`config.mk`:
```
export PLATFORM = sky130hd
export DESIGN_NAME = jtag_cmd_parser
export DESIGN_NICKNAME = d
export VERILOG_FILES = /design/src/rtl/jtag_cmd_parser.sv
export SDC_FILE = /design/constraint.sdc
export NUM_CORES = 1
export LEC_CHECK = 0
export CORE_MARGIN = 3
export CORE_UTILIZATION = 30
export CTS_BUF_LIST = sky130_fd_sc_hd__clkbuf_2
export DETAILED_ROUTE_END_ITERATION = 10
export MAX_ROUTING_LAYER = met4
export SETUP_SLACK_MARGIN = 0.4
export SYNTH_ARGS = -nofsm -noshare
export SYNTH_HDL_FRONTEND = slang
export SYNTH_SLANG_ARGS = --single-unit
```
`constraint.sdc`:
```
create_clock -name clk -period 11.4 [get_ports clk]
set_input_delay 2.85 -clock clk [delete_from_list [all_inputs] [get_ports clk]]
set_output_delay 2.85 -clock clk [all_outputs]
set_load 0.1 [all_outputs]
```
`src/rtl/jtag_cmd_parser.sv`:
```
// jtag_cmd_parser: byte-stream command decoder sitting between the JTAG UART
// streaming adapter and the DSA core. Handles image-memory writes/reads,
// DSA start pulses and status queries, and returns reply bytes on tx.
//
// Handshake rules: a byte moves on a rising clk edge where valid && ready are
// both high. rx_ready depends only on the current state (IDLE/HDR/WDATA).
// tx_valid, once raised, stays high with tx_data unchanged until tx_ready.
// rx_ready and tx_valid are never high in the same cycle.
module jtag_cmd_parser #(
    parameter int ADDR_W         = 16,
    parameter int TIMEOUT_CYCLES = 50000000
) (
    input  logic              clk,
    input  logic              rst,
    input  logic [7:0]        rx_data,
    input  logic              rx_valid,
    output logic              rx_ready,
    output logic [7:0]        tx_data,
    output logic              tx_valid,
    input  logic              tx_ready,
    output logic [ADDR_W-1:0] mem_addr,
    output logic [7:0]        mem_wdata,
    output logic              mem_we,
    output logic              mem_re,
    input  logic [7:0]        mem_rdata,
    output logic              dsa_start,
    input  logic              dsa_busy,
    input  logic              dsa_done,
    output logic [3:0]        dbg_state
);

    typedef enum logic [3:0] {
        S_IDLE  = 4'd0,
        S_HDR   = 4'd1,
        S_WDATA = 4'd2,
        S_WMEM  = 4'd3,
        S_RREQ  = 4'd4,
        S_RWAIT = 4'd5,
        S_RSEND = 4'd6,
        S_START = 4'd7,
        S_ACK   = 4'd8,
        S_STAT  = 4'd9,
        S_ERR   = 4'd10
    } state_t;

    localparam logic [7:0] OP_WRITE = 8'h57;
    localparam logic [7:0] OP_READ  = 8'h52;
    localparam logic [7:0] OP_START = 8'h53;
    localparam logic [7:0] OP_STAT  = 8'h3F;
    localparam logic [7:0] RSP_ACK  = 8'h4B;
    localparam logic [7:0] RSP_ERR  = 8'h45;

    localparam int TMO_W = $clog2(TIMEOUT_CYCLES + 1);
    localparam logic [TMO_W-1:0] TMO_LAST = TMO_W'(TIMEOUT_CYCLES - 1);
    localparam logic [TMO_W-1:0] TMO_ONE  = TMO_W'(1);

    state_t           state_q, state_d;
    logic [1:0]       hdr_cnt_q, hdr_cnt_d;
    logic             is_write_q, is_write_d;
    logic [15:0]      addr_q, addr_d;
    logic [15:0]      len_q, len_d;
    logic [7:0]       wbyte_q, wbyte_d;
    logic [7:0]       tx_byte_q, tx_byte_d;
    logic [TMO_W-1:0] tmo_q, tmo_d;

    logic        rx_ready_c;
    logic        tx_valid_c;
    logic        mem_we_c;
    logic        mem_re_c;
    logic        start_c;
    logic        rx_fire;
    logic        in_wait;
    logic        tmo_hit;
    logic [15:0] len_full;

    // State and datapath registers; reset abandons any command in flight.
    always_ff @(posedge clk or posedge rst) begin
        if (rst) begin
            state_q    <= S_IDLE;
            hdr_cnt_q  <= 2'd0;
            is_write_q <= 1'b0;
            addr_q     <= 16'd0;
            len_q      <= 16'd0;
            wbyte_q    <= 8'd0;
            tx_byte_q  <= 8'd0;
            tmo_q      <= '0;
        end else begin
            state_q    <= state_d;
            hdr_cnt_q  <= hdr_cnt_d;
            is_write_q <= is_write_d;
            addr_q     <= addr_d;
            len_q      <= len_d;
            wbyte_q    <= wbyte_d;
            tx_byte_q  <= tx_byte_d;
            tmo_q      <= tmo_d;
        end
    end

    // Next-state, datapath updates and strobes for the command FSM.
    always_comb begin
        state_d    = state_q;
        hdr_cnt_d  = hdr_cnt_q;
        is_write_d = is_write_q;
        addr_d     = addr_q;
        len_d      = len_q;
        wbyte_d    = wbyte_q;
        tx_byte_d  = tx_byte_q;
        rx_ready_c = 1'b0;
        tx_valid_c = 1'b0;
        mem_we_c   = 1'b0;
        mem_re_c   = 1'b0;
        start_c    = 1'b0;
        len_full   = {len_q[7:0], rx_data};

        rx_ready_c = (state_q == S_IDLE) || (state_q == S_HDR) || (state_q == S_WDATA);
        rx_fire    = rx_valid && rx_ready_c;
        // The inter-byte timer only runs while a command is waiting for rx bytes.
        in_wait    = (state_q == S_HDR) || (state_q == S_WDATA);
        tmo_hit    = in_wait && !rx_fire && (tmo_q == TMO_LAST);
        tmo_d      = (!in_wait || rx_fire) ? '0 : tmo_q + TMO_ONE;

        case (state_q)
            S_IDLE: begin
                if (rx_fire) begin
                    hdr_cnt_d = 2'd0;
                    case (rx_data)
                        OP_WRITE: begin is_write_d = 1'b1; state_d = S_HDR; end
                        OP_READ:  begin is_write_d = 1'b0; state_d = S_HDR; end
                        OP_START: state_d = S_START;
                        OP_STAT: begin
                            tx_byte_d = {6'b0, dsa_busy, dsa_done};
                            state_d   = S_STAT;
                        end
                        default: begin
                            tx_byte_d = RSP_ERR;
                            state_d   = S_ERR;
                        end
                    endcase
                end
            end
            S_HDR: begin
                if (rx_fire) begin
                    hdr_cnt_d = hdr_cnt_q + 2'd1;
                    if (hdr_cnt_q[1] == 1'b0) begin
                        addr_d = {addr_q[7:0], rx_data};
                    end else begin
                        len_d = len_full;
                    end
                    if (hdr_cnt_q == 2'd3) begin
                        if (is_write_q) begin
                            if (len_full == 16'd0) begin
                                tx_byte_d = RSP_ACK;
                                state_d   = S_ACK;
                            end else begin
                                state_d = S_WDATA;
                            end
                        end else begin
                            state_d = (len_full == 16'd0) ? S_IDLE : S_RREQ;
                        end
                    end
                end else if (tmo_hit) begin
                    tx_byte_d = RSP_ERR;
                    state_d   = S_ERR;
                end
            end
            S_WDATA: begin
                if (rx_fire) begin
                    wbyte_d = rx_data;
                    state_d = S_WMEM;
                end else if (tmo_hit) begin
                    tx_byte_d = RSP_ERR;
                    state_d   = S_ERR;
                end
            end
            S_WMEM: begin
                mem_we_c = 1'b1;
                addr_d   = addr_q + 16'd1;
                len_d    = len_q - 16'd1;
                if (len_q == 16'd1) begin
                    tx_byte_d = RSP_ACK;
                    state_d   = S_ACK;
                end else begin
                    state_d = S_WDATA;
                end
            end
            S_RREQ: begin
                mem_re_c = 1'b1;
                state_d  = S_RWAIT;
            end
            S_RWAIT: begin
                tx_byte_d = mem_rdata;
                state_d   = S_RSEND;
            end
            S_RSEND: begin
                tx_valid_c = 1'b1;
                if (tx_ready) begin
                    addr_d  = addr_q + 16'd1;
                    len_d   = len_q - 16'd1;
                    state_d = (len_q == 16'd1) ? S_IDLE : S_RREQ;
                end
            end
            S_START: begin
                start_c   = 1'b1;
                tx_byte_d = RSP_ACK;
                state_d   = S_ACK;
            end
            S_ACK, S_STAT, S_ERR: begin
                tx_valid_c = 1'b1;
                if (tx_ready) state_d = S_IDLE;
            end
            default: state_d = S_IDLE;
        endcase
    end

    // Outputs are forced low outside the cycles that use them so reset shows all zeros.
    assign rx_ready  = rx_ready_c && !rst;
    assign tx_valid  = tx_valid_c;
    assign tx_data   = tx_valid_c ? tx_byte_q : 8'd0;
    assign mem_we    = mem_we_c;
    assign mem_re    = mem_re_c;
    assign mem_addr  = (mem_we_c || mem_re_c) ? addr_q[ADDR_W-1:0] : '0;
    assign mem_wdata = mem_we_c ? wbyte_q : 8'd0;
    assign dsa_start = start_c;
    assign dbg_state = state_q;

endmodule
```
==> run_results.csv, run 1 <==
group,metric,value,unit
final_layout,area_delta_synth_final,17.1,%
setup_path,cp-start-kind,"input port",
setup_path,startpoint,"rst",
routing,via_per_inst,5.42,
floorplanning,core,16100,µm²
synthesis,yosys_warnings,0,
setup_path,endpoint,"rx_ready",
floorplanning,io_pins,63,
synthesis,synth_area_per_cell,8.57,µm²
synthesis,netlist_top_cells_area,"dfrtp_1 (40%), nor2_1 (5.2%), o21ai_0 (4.1%), a21oi_1 (3.9%), nand2_1 (3.8%)",
timing,setup_viol,0,
floorplanning,die-area,18300,µm²
floorplanning,initial_core_util,31.2,%
clocking,clockBufferDepth,2,
timing,worst_slack,3640,ps
global_route,grt_pass1_wl,21900,µm
setup_path,r2r_start,"dbg_state[0]$_DFFE_PP0P_",
timing,max_slew_margin,24.2,%
synthesis,synth_flop_cell,"dfrtp_1",
routing,routed-via-count,4621,
placement,place_inst,835,
routing,ant_nets,0,
timing,tns,0,ps
setup_path,crit_slowest_cell,"clkdlybuf4s50_1",
setup_path,worstPathCellList,"clkdlybuf4s50_1, clkinv_2, and3_1, clkdlybuf4s50_1",
synthesis,synthCells,586,
placement,dp_hpwl,9210,µm
final_layout,drive_gt1_share,6.46,%
clocking,cts_resized,0,
synthesis,synth_nets,614,
clocking,cts_tree,"built",
setup_path,crit_required,8550,ps
synthesis,yosysSeqAreaShare,40.3,%
power_and_ir_drop,power.density,214,nW/µm²
timing,drv_slew,0,
synthesis,yosysTopAreaCellShare,40.3,%
placement,dpl_worst_slack,3590,ps
setup_path,cp_slowest_stage_delay,1130,ps
global_route,antenna_found_initial,1,
setup_path,crit_fanout,20,
timing,hold_viol,0,
setup_path,worstReg2RegEnd,"tx_byte_q[5]$_DFFE_PP0P_",
synthesis,ys_ff_latch,81,
floorplanning,dieWidth,135,µm
synthesis,ys_top_cells_by_count,"dfrtp_1 (81), nor2_1 (70), nand2_1 (51), o21ai_0 (41), a21oi_1 (39)",
routing,finalWirelength,13200,µm
synthesis,yosysTopAreaCell,"dfrtp_1",
floorplanning,fp.dieH,135,µm
status,status,"finished clean",
routing,routedWlPerCell,15.5,µm
timing,rsz0062_at_grt,"no",
global_route,grt_util_all_layers,15.0,%
clocking,ctsHoldBuffers,0,
routing,drc,0,
timing,fmax,129,MHz
clocking,clock_sinks,81,
synthesis,postSynth.asyncResetShare,100,%
clocking,post_cts.repair.setup_buffers,0,
setup_path,path_class,"in2out",
setup_path,crit_path_frequent_cell,"clkdlybuf4s50_1",
floorplanning,num_rows,46,
routing,drt-pass1-iter-count,5,
clocking,cts_buffers,9,
placement,gp_congestion,0.881,
global_route,grt_pass1_vias,4356,
synthesis,yosysMostFrequentCell,"dfrtp_1",
clocking,clk_latency,600,ps
clocking,ctsRootBufferMaster,"clkbuf_2",
run,cap_violations,0,
global_route,grt_max_degree,64,
timing,finClkSkew,65.7,ps
power_and_ir_drop,total_power,1.26,mW
final_layout,fin_nets,658,
placement,numPortBuffers,62,
setup_path,rrSetupSlack,8640,ps
setup_path,cp-end-kind,"primary output",
synthesis,synth_enable_flop_cells,0,
power_and_ir_drop,irDropWorstVdd,139,µV
global_route,grt-ovfl-total,0,
synthesis,syn_area,5020,µm²
synthesis,yosysUniqueCellTypes,70,
power_and_ir_drop,leakage,2.28,nW
setup_path,critPathArrivalTime,4910,ps
clocking,htreeDepth,3,
timing,period_needed,7760,ps
final_layout,final_cell_count_no_fill,852,
timing,post-route-period-util,68.0,%
clocking,clk_pin_slew,210,ps
routing,drt_iter0_drc,509,
timing,max_slew.worst_pin.slew,1140,ps
worst_hold_path,hp-class,"reg2reg",
setup_path,ff2ff_path_depth,6,
[layer usage]
layer  global-route usage, %  routed length, µm
met5                       -                  0
met4                    5.66                227
met3                    2.75                795
met2                    23.1               6170
met1                    19.7               6010
[worst max-delay path: cells and delay by family]
family	cells	cell delay (ps)
and+or+nand+nor	1	220
buffers and inverters	3	1820
[kinds of logic after synthesis]
kind of cell / synth area share [%]
simple gates: 27.8
xor+xnor: 4.18
mux: 1.77
flops: 40.3
compound gates: 20.4
fa+ha+maj: 1.49
buf+inv: 3.91
[how the worst min path moves through the flow]
stage | startpoint | end | cells past startpoint
after detailed placement | wbyte_q[2]$_DFFE_PP0P_ | wbyte_q[2]$_DFFE_PP0P_ | 2
final | wbyte_q[2]$_DFFE_PP0P_ | wbyte_q[2]$_DFFE_PP0P_ | 2
after global routing | wbyte_q[6]$_DFFE_PP0P_ | wbyte_q[6]$_DFFE_PP0P_ | 1
after CTS | wbyte_q[2]$_DFFE_PP0P_ | wbyte_q[2]$_DFFE_PP0P_ | 2
after global placement | wbyte_q[2]$_DFFE_PP0P_ | wbyte_q[2]$_DFFE_PP0P_ | 2
after floorplan | wbyte_q[2]$_DFFE_PP0P_ | wbyte_q[2]$_DFFE_PP0P_ | 2
[stage by stage]
step	util, %	hold WS (ps)	area, µm²
CTS	36.5	522	5880
detailed placement	35.9	476	5790
global route	36.5	541	5880
finish	36.5	515	5880
global placement	35.9	455	5790
floorplan	-	442	5020
[power breakdown]
group / switching [mW] / internal [mW] / leakage [nW] / total [mW]
combinational: 0.408 / 0.223 / 1.20 / 0.630
clock: 0.108 / 0.0300 / 0.0599 / 0.138
sequential: 0.121 / 0.370 / 1.02 / 0.491
[layout by cell type (no fill, tap or decap), types with 4 or more instances in the layout]
master	n
dfrtp_1	81
nor2_1	70
clkdlybuf4s50_1	62
nand2_1	51
o21ai_0	41
a21oi_1	39
nor2b_1	24
nand3_1	23
xor2_1	19
nor3_1	14
and2_1	12
o22a_1	11
and3_1	11
nand4_1	11
clkbuf_2	10
inv_1	9
or3_1	8
a31oi_1	7
o22ai_1	7
nor4_1	7
a22o_1	7
mux2_2	7
and4_1	6
a2bb2oi_1	6
ha_1	6
xnor2_1	5
a22oi_1	5
o21ai_1	4
a211o_1	4
[state kept, by name, indices dropped and copies added, names as in the netlist]
register / count
is_write_q: 1
dbg_state: 4
addr_q: 16
wbyte_q: 8
tmo_q: 26
len_q: 16
tx_byte_q: 8
hdr_cnt_q: 2
[layout make-up]
| cell class | count | area [µm²] |
|---|---|---|
| diodes | 1 | 2.50 |
| clock buffers | 10 | 50.0 |
| clock inverters | 6 | 42.5 |
| fillers | 1688 | 10200 |
| inverters | 12 | 46.3 |
| multi-input cells | 461 | 2800 |
| flip-flops and latches | 81 | 2030 |
| well taps | 216 | 270 |
| repair buffers | 65 | 643 |
(Power assumes the default switching activity.)
==> inputs of run 2 (changes only) <==
==> constraint.sdc (replaced) <==
create_clock -name clk -period 6.22 [get_ports clk]
set_input_delay 1.555 -clock clk [delete_from_list [all_inputs] [get_ports clk]]
set_output_delay 1.555 -clock clk [all_outputs]
set_load 0.1 [all_outputs]
==> run_results.csv, run 2 (synthesized netlist as in run 1, its figures left out) <==
group,metric,value,unit
floorplanning,core,16100,µm²
routing,routedWlPerCell,15.3,µm
final_layout,mostFrequentLayoutCell,"dfrtp_1",
timing,finClkSkew,57.6,ps
floorplanning,initial_core_util,31.2,%
routing,drc,0,
placement,dp_hpwl,9150,µm
final_layout,largest_register,"tmo_q",
setup_path,crit_required,4660,ps
clocking,clk_latency,600,ps
clocking,htreeDepth,3,
clocking,clock_sinks,81,
routing,via_per_inst,5.33,
setup_path,rrSetupSlack,3530,ps
global_route,grt_util_all_layers,15.1,%
power_and_ir_drop,power.density,386,nW/µm²
routing,finalWirelength,13000,µm
worst_hold_path,holdPathEnd,"wbyte_q[2]$_DFFE_PP0P_",
final_layout,num-fill-cells,1649,
final_layout,top_regs,"tmo_q (26), addr_q (16), len_q (16)",
floorplanning,die-area,18300,µm²
placement,gp_congestion,0.856,
timing,post-route-period-util,86.6,%
setup_path,crit_path_frequent_cell,"nor2_1",
run,cap_violations,0,
timing,tns,0,ps
final_layout,area_delta_synth_final,17.7,%
routing,routed-via-count,4540,
setup_path,worstReg2RegEnd,"len_q[14]$_DFFE_PP0P_",
final_layout,largest_reg_flops,26,
timing,max_slew.worst_pin.slew,1100,ps
final_layout,drive_gt1_share,6.62,%
floorplanning,num_rows,46,
setup_path,crit_slowest_cell,"dfrtp_1",
global_route,antenna_found_initial,1,
setup_path,cp_slowest_stage_delay,840,ps
routing,drt_iter0_drc,353,
setup_path,path_class,"reg2out",
timing,max_slew_margin,27.0,%
setup_path,worst-path-buf-inv,1,
global_route,grt_pass1_vias,4364,
worst_hold_path,hp-class,"reg2reg",
power_and_ir_drop,irDropWorstVdd,181,µV
setup_path,critPathArrivalTime,3830,ps
timing,setup_viol,0,
timing,rsz0062_at_grt,"no",
final_layout,final_cell_count_no_fill,851,
global_route,grt-ovfl-total,0,
setup_path,worstPathCellList,"nand2_1, nor2_1, nor2_1, nor2b_1, dlymetal6s2s_1",
setup_path,cp-end-kind,"primary output",
setup_path,r2r_start,"dbg_state[2]$_DFFE_PP0P_",
routing,ant_nets,0,
clocking,clockBufferDepth,2,
global_route,grt_pass1_wl,22100,µm
clocking,clk_pin_slew,250,ps
floorplanning,fp.dieH,135,µm
floorplanning,io_pins,63,
clocking,cts_tree,"built",
power_and_ir_drop,leakage,2.58,nW
global_route,grt_max_degree,67,
placement,numPortBuffers,62,
setup_path,cp_top_family,"simple AND/OR/NAND/NOR gates",
worst_hold_path,hold_start,"wbyte_q[2]$_DFFE_PP0P_",
timing,period_needed,5390,ps
final_layout,post-route-util,36.7,%
setup_path,startpoint,"dbg_state[0]$_DFFE_PP0P_",
clocking,ctsRootBufferMaster,"clkbuf_2",
clocking,cts_buffers,9,
status,status,"finished clean",
worst_hold_path,whs_path_depth,2,
timing,fmax,186,MHz
setup_path,crit_fanout,19,
placement,place_inst,836,
routing,drt-pass1-iter-count,5,
final_layout,final_cell_mix,"dfrtp_1 (81), nor2_1 (70), nand2_1 (51), clkdlybuf4s50_1 (45), o21ai_0 (41)",
setup_path,ff2ff_path_depth,5,
final_layout,fin_nets,659,
setup_path,cp-start-kind,"flop",
timing,drv_slew,0,
timing,hold_viol,0,
floorplanning,dieWidth,135,µm
==> run 2: cell types whose count changed in the layout (fill, tap and decap cells not counted), sizes merged <==
cell,previous run,this run
dlymetal6s2s,0,16
buf,3,5
clkinv,5,4
clkdlybuf4s50,62,45
inv,12,11
==> run 2: area by class of cell <==
class | instances | area (µm²) | area share [%]
tap | 216 | 270 | 4.57
antenna | 1 | 2.50 | 0.0423
clock inverter | 4 | 22.5 | 0.381
multi-input combinational | 461 | 2810 | 47.4
timing repair buffer | 66 | 688 | 11.6
clock buffer | 10 | 50.0 | 0.846
inverter | 12 | 48.8 | 0.825
sequential | 81 | 2030 | 34.3
==> run 2: power by group <==
group / internal (mW) / total, mW / switching (mW)
combinational: 0.411 / 1.17 / 0.758
clock: 0.0481 / 0.235 / 0.187
sequential: 0.679 / 0.878 / 0.199
total: 1.14 / 2.28 / 1.14
==> run 2: worst max-delay path by stage <==
stage / to / slack (ps) / cells after the start
2_1_floorplan: mem_addr[10] / 80 / 6
3_3_place_gp: mem_addr[13] / 1350 / 5
3_5_place_dp: mem_addr[0] / 1130 / 5
4_1_cts: mem_addr[0] / 430 / 5
5_1_grt: mem_addr[14] / 480 / 5
6_report: mem_addr[14] / 830 / 5
==> run 2: per-stage QoR <==
| stage | setup WS [ps] | power, mW | instance area (µm²) | hold slack [ps] |
|---|---|---|---|---|
| 5_1_grt | 478 | 2.46 | 5910 | 520 |
| 4_1_cts | 429 | 2.30 | 5870 | 512 |
| 3_5_place_dp | 1130 | 2.06 | 5800 | 467 |
| 6_report | 834 | 2.28 | 5910 | 501 |
| 3_3_place_gp | 1350 | 2.04 | 5800 | 454 |
| 2_1_floorplan | 79.9 | 1.80 | 5030 | 442 |
==> run 2: timing repair <==
action	4_1_cts	5_1_grt
buffers inserted	0	0
resized for setup	0	16
endpoints found under the setup margin	0	16
hold buffers	0	0
==> run 2: worst min-delay path, cell delays in order, from the launching register on <==
cell and delay, ps:
dfrtp_1 380, nand2_1 50, o21ai_0 60
==> run 2: routing by layer <==
metal / routed length [µm] / vias to the layer above / GRT usage [%]
li1: - / 2205 / -
met1: 6000 / 2181 / 20.4
met2: 6090 / 135 / 23.3
met3: 682 / 19 / 2.53
met4: 218 / 0 / 4.70
met5: 0 / - / -
==> inputs of run 3 (changes only) <==
--- a/config.mk
+++ b/config.mk
@@ -5,10 +5,10 @@
 export SDC_FILE = /design/constraint.sdc
 export NUM_CORES = 1
 export LEC_CHECK = 0
-export CORE_MARGIN = 3
 export CORE_UTILIZATION = 30
 export CTS_BUF_LIST = sky130_fd_sc_hd__clkbuf_2
 export DETAILED_ROUTE_END_ITERATION = 10
+export GPL_TIMING_DRIVEN = 0
 export MAX_ROUTING_LAYER = met4
 export SETUP_SLACK_MARGIN = 0.4
 export SYNTH_ARGS = -nofsm -noshare
==> run_results.csv, run 3 (synthesized netlist as in run 1, its figures left out) <==
group,metric,value,unit
global_route,grt_pass1_wl,23400,µm
timing,post-route-period-util,89.6,%
routing,drc,0,
routing,routed-via-count,4754,
placement,dp_hpwl,9980,µm
final_layout,drive_gt1_share,8.13,%
floorplanning,io_pins,63,
setup_path,path_class,"in2out",
power_and_ir_drop,power.density,394,nW/µm²
clocking,ctsRootBufferMaster,"clkbuf_2",
placement,place_inst,865,
routing,wl_met3,668,µm
placement,post_dp_cell_area,5950,µm²
floorplanning,core,16100,µm²
placement,gp_congestion,0.899,
final_layout,mostFrequentLayoutCell,"dfrtp_1",
setup_path,cp-end-kind,"primary output",
final_layout,register_area,2030,µm²
setup_path,worstPathCellList,"clkdlybuf4s50_1, clkinvlp_4, buf_12, and3_1, clkdlybuf4s50_1",
final_layout,top_regs,"tmo_q (26), addr_q (16), len_q (16)",
routing,routedWlPerCell,15.8,µm
global_route,antenna_found_initial,1,
timing,drv_slew,0,
routing,ant_nets,0,
timing,max_slew.worst_pin.slew,991,ps
timing,rsz0062_at_grt,"no",
global_route,grt_pass1_vias,4648,
clocking,post_cts.repair.setup_buffers,0,
final_layout,fin_area,6030,µm²
final_layout,post-route-util,37.4,%
setup_path,cp_slowest_stage_delay,970,ps
power_and_ir_drop,leakage,2.36,nW
clocking,clock_sinks,81,
clocking,cts_tree,"built",
final_layout,area_delta_synth_final,20.0,%
setup_path,crit_fanout,31,
placement,numPortBuffers,61,
final_layout,fin_nets,688,
final_layout,final_cell_mix,"dfrtp_1 (81), nor2_1 (70), clkdlybuf4s50_1 (61), nand2_1 (51), o21ai_0 (41)",
routing,highest-signal-layer,"met4",
timing,fmax,179,MHz
timing,whs,512,ps
timing,hold_viol,0,
status,status,"finished clean",
routing,finalWirelength,13900,µm
floorplanning,initial_core_util,31.2,%
run,cap_violations,0,
clocking,cts_buffers,9,
clocking,clockBufferDepth,2,
timing,max_slew_margin,33.7,%
placement,dpl_worst_slack,591,ps
routing,met2WireLength,6620,µm
worst_hold_path,hp-class,"reg2reg",
floorplanning,num_rows,46,
timing,finClkSkew,54.2,ps
setup_path,crit_slowest_cell,"clkdlybuf4s50_1",
routing,via_per_inst,5.40,
timing,setup_viol,0,
clocking,cts_resized,0,
setup_path,crit_path_frequent_cell,"clkdlybuf4s50_1",
final_layout,largest_register,"tmo_q",
setup_path,worst-path-buf-inv,4,
final_layout,num-fill-cells,1652,
clocking,htreeDepth,3,
floorplanning,die-area,17300,µm²
global_route,grt_max_degree,34,
clocking,clk_latency,610,ps
setup_path,critPathArrivalTime,4020,ps
final_layout,final_cell_count_no_fill,881,
power_and_ir_drop,irDropWorstVdd,223,µV
final_layout,largest_reg_flops,26,
clocking,ctsHoldBuffers,0,
routing,m1WireLength,6470,µm
floorplanning,dieWidth,131,µm
floorplanning,fp.dieH,131,µm
setup_path,cp_top_family,"buffers and inverters",
setup_path,cp-start-kind,"input port",
setup_path,crit_required,4660,ps
timing,worst_slack,645,ps
routing,drt-pass1-iter-count,5,
global_route,grt_util_all_layers,17.1,%
routing,drt_iter0_drc,425,
clocking,clk_pin_slew,230,ps
final_layout,multiInputGateArea,2810,µm²
timing,period_needed,5580,ps
global_route,grt-ovfl-total,0,
-- run 3: power by group --
| part | internal [mW] | switching [mW] | total, mW |
|---|---|---|---|
| clock | 0.0474 | 0.194 | 0.241 |
| combinational | 0.449 | 0.839 | 1.29 |
| sequential | 0.679 | 0.167 | 0.846 |
-- run 3: worst register-to-register path: cells and delay by family (launching register included) --
| kind | cells | cell delay, ps |
|---|---|---|
| and+or+nand+nor | 2 | 820 |
| AOI/OAI and AO/OA | 3 | 640 |
| DFF | 1 | 570 |
| buffers and inverters | 1 | 180 |
-- run 3: layout make-up --
| cell class | count | area share [%] |
|---|---|---|
| plain buffers | 32 | 2.51 |
| diodes | 1 | 0.0415 |
| repair buffers | 63 | 10.8 |
| multi-input cells | 461 | 46.5 |
| flip-flops and latches | 81 | 33.6 |
| well taps | 216 | 4.48 |
| clock buffers | 10 | 0.830 |
| clock inverters | 5 | 0.394 |
| inverters | 12 | 0.809 |
-- run 3: layer usage --
metal / up-vias / global-route usage [%]
met3: 18 / 3.05
met5: - / -
li1: 2261 / -
met1: 2307 / 22.1
met4: 0 / 5.36
met2: 168 / 27.0
-- run 3: path summary, 6_finish.rpt --
kind                                                  to  slack (ps)  cells past startpoint                      from
worst max register to register  tx_byte_q[3]$_DFFE_PP0P_        3940                      6  dbg_state[3]$_DFFE_PP0P_
min in group asynchronous             tmo_q[4]$_DFF_PP0_        1280                      2                       rst
worst min-delay path              wbyte_q[2]$_DFFE_PP0P_         510                      2    wbyte_q[2]$_DFFE_PP0P_
worst max-delay path                            rx_ready         640                      5                       rst
worst min register to register    wbyte_q[2]$_DFFE_PP0P_         510                      2    wbyte_q[2]$_DFFE_PP0P_
max in group asynchronous             tmo_q[9]$_DFF_PP0_        4370                      3                       rst
-- run 3: stage by stage --
stage / TNS [ps] / power (mW)
floorplan: 0 / 1.80
global placement: -560 / 2.11
detailed placement: 0 / 2.13
CTS: 0 / 2.37
global route: 0 / 2.54
finish: 0 / 2.37
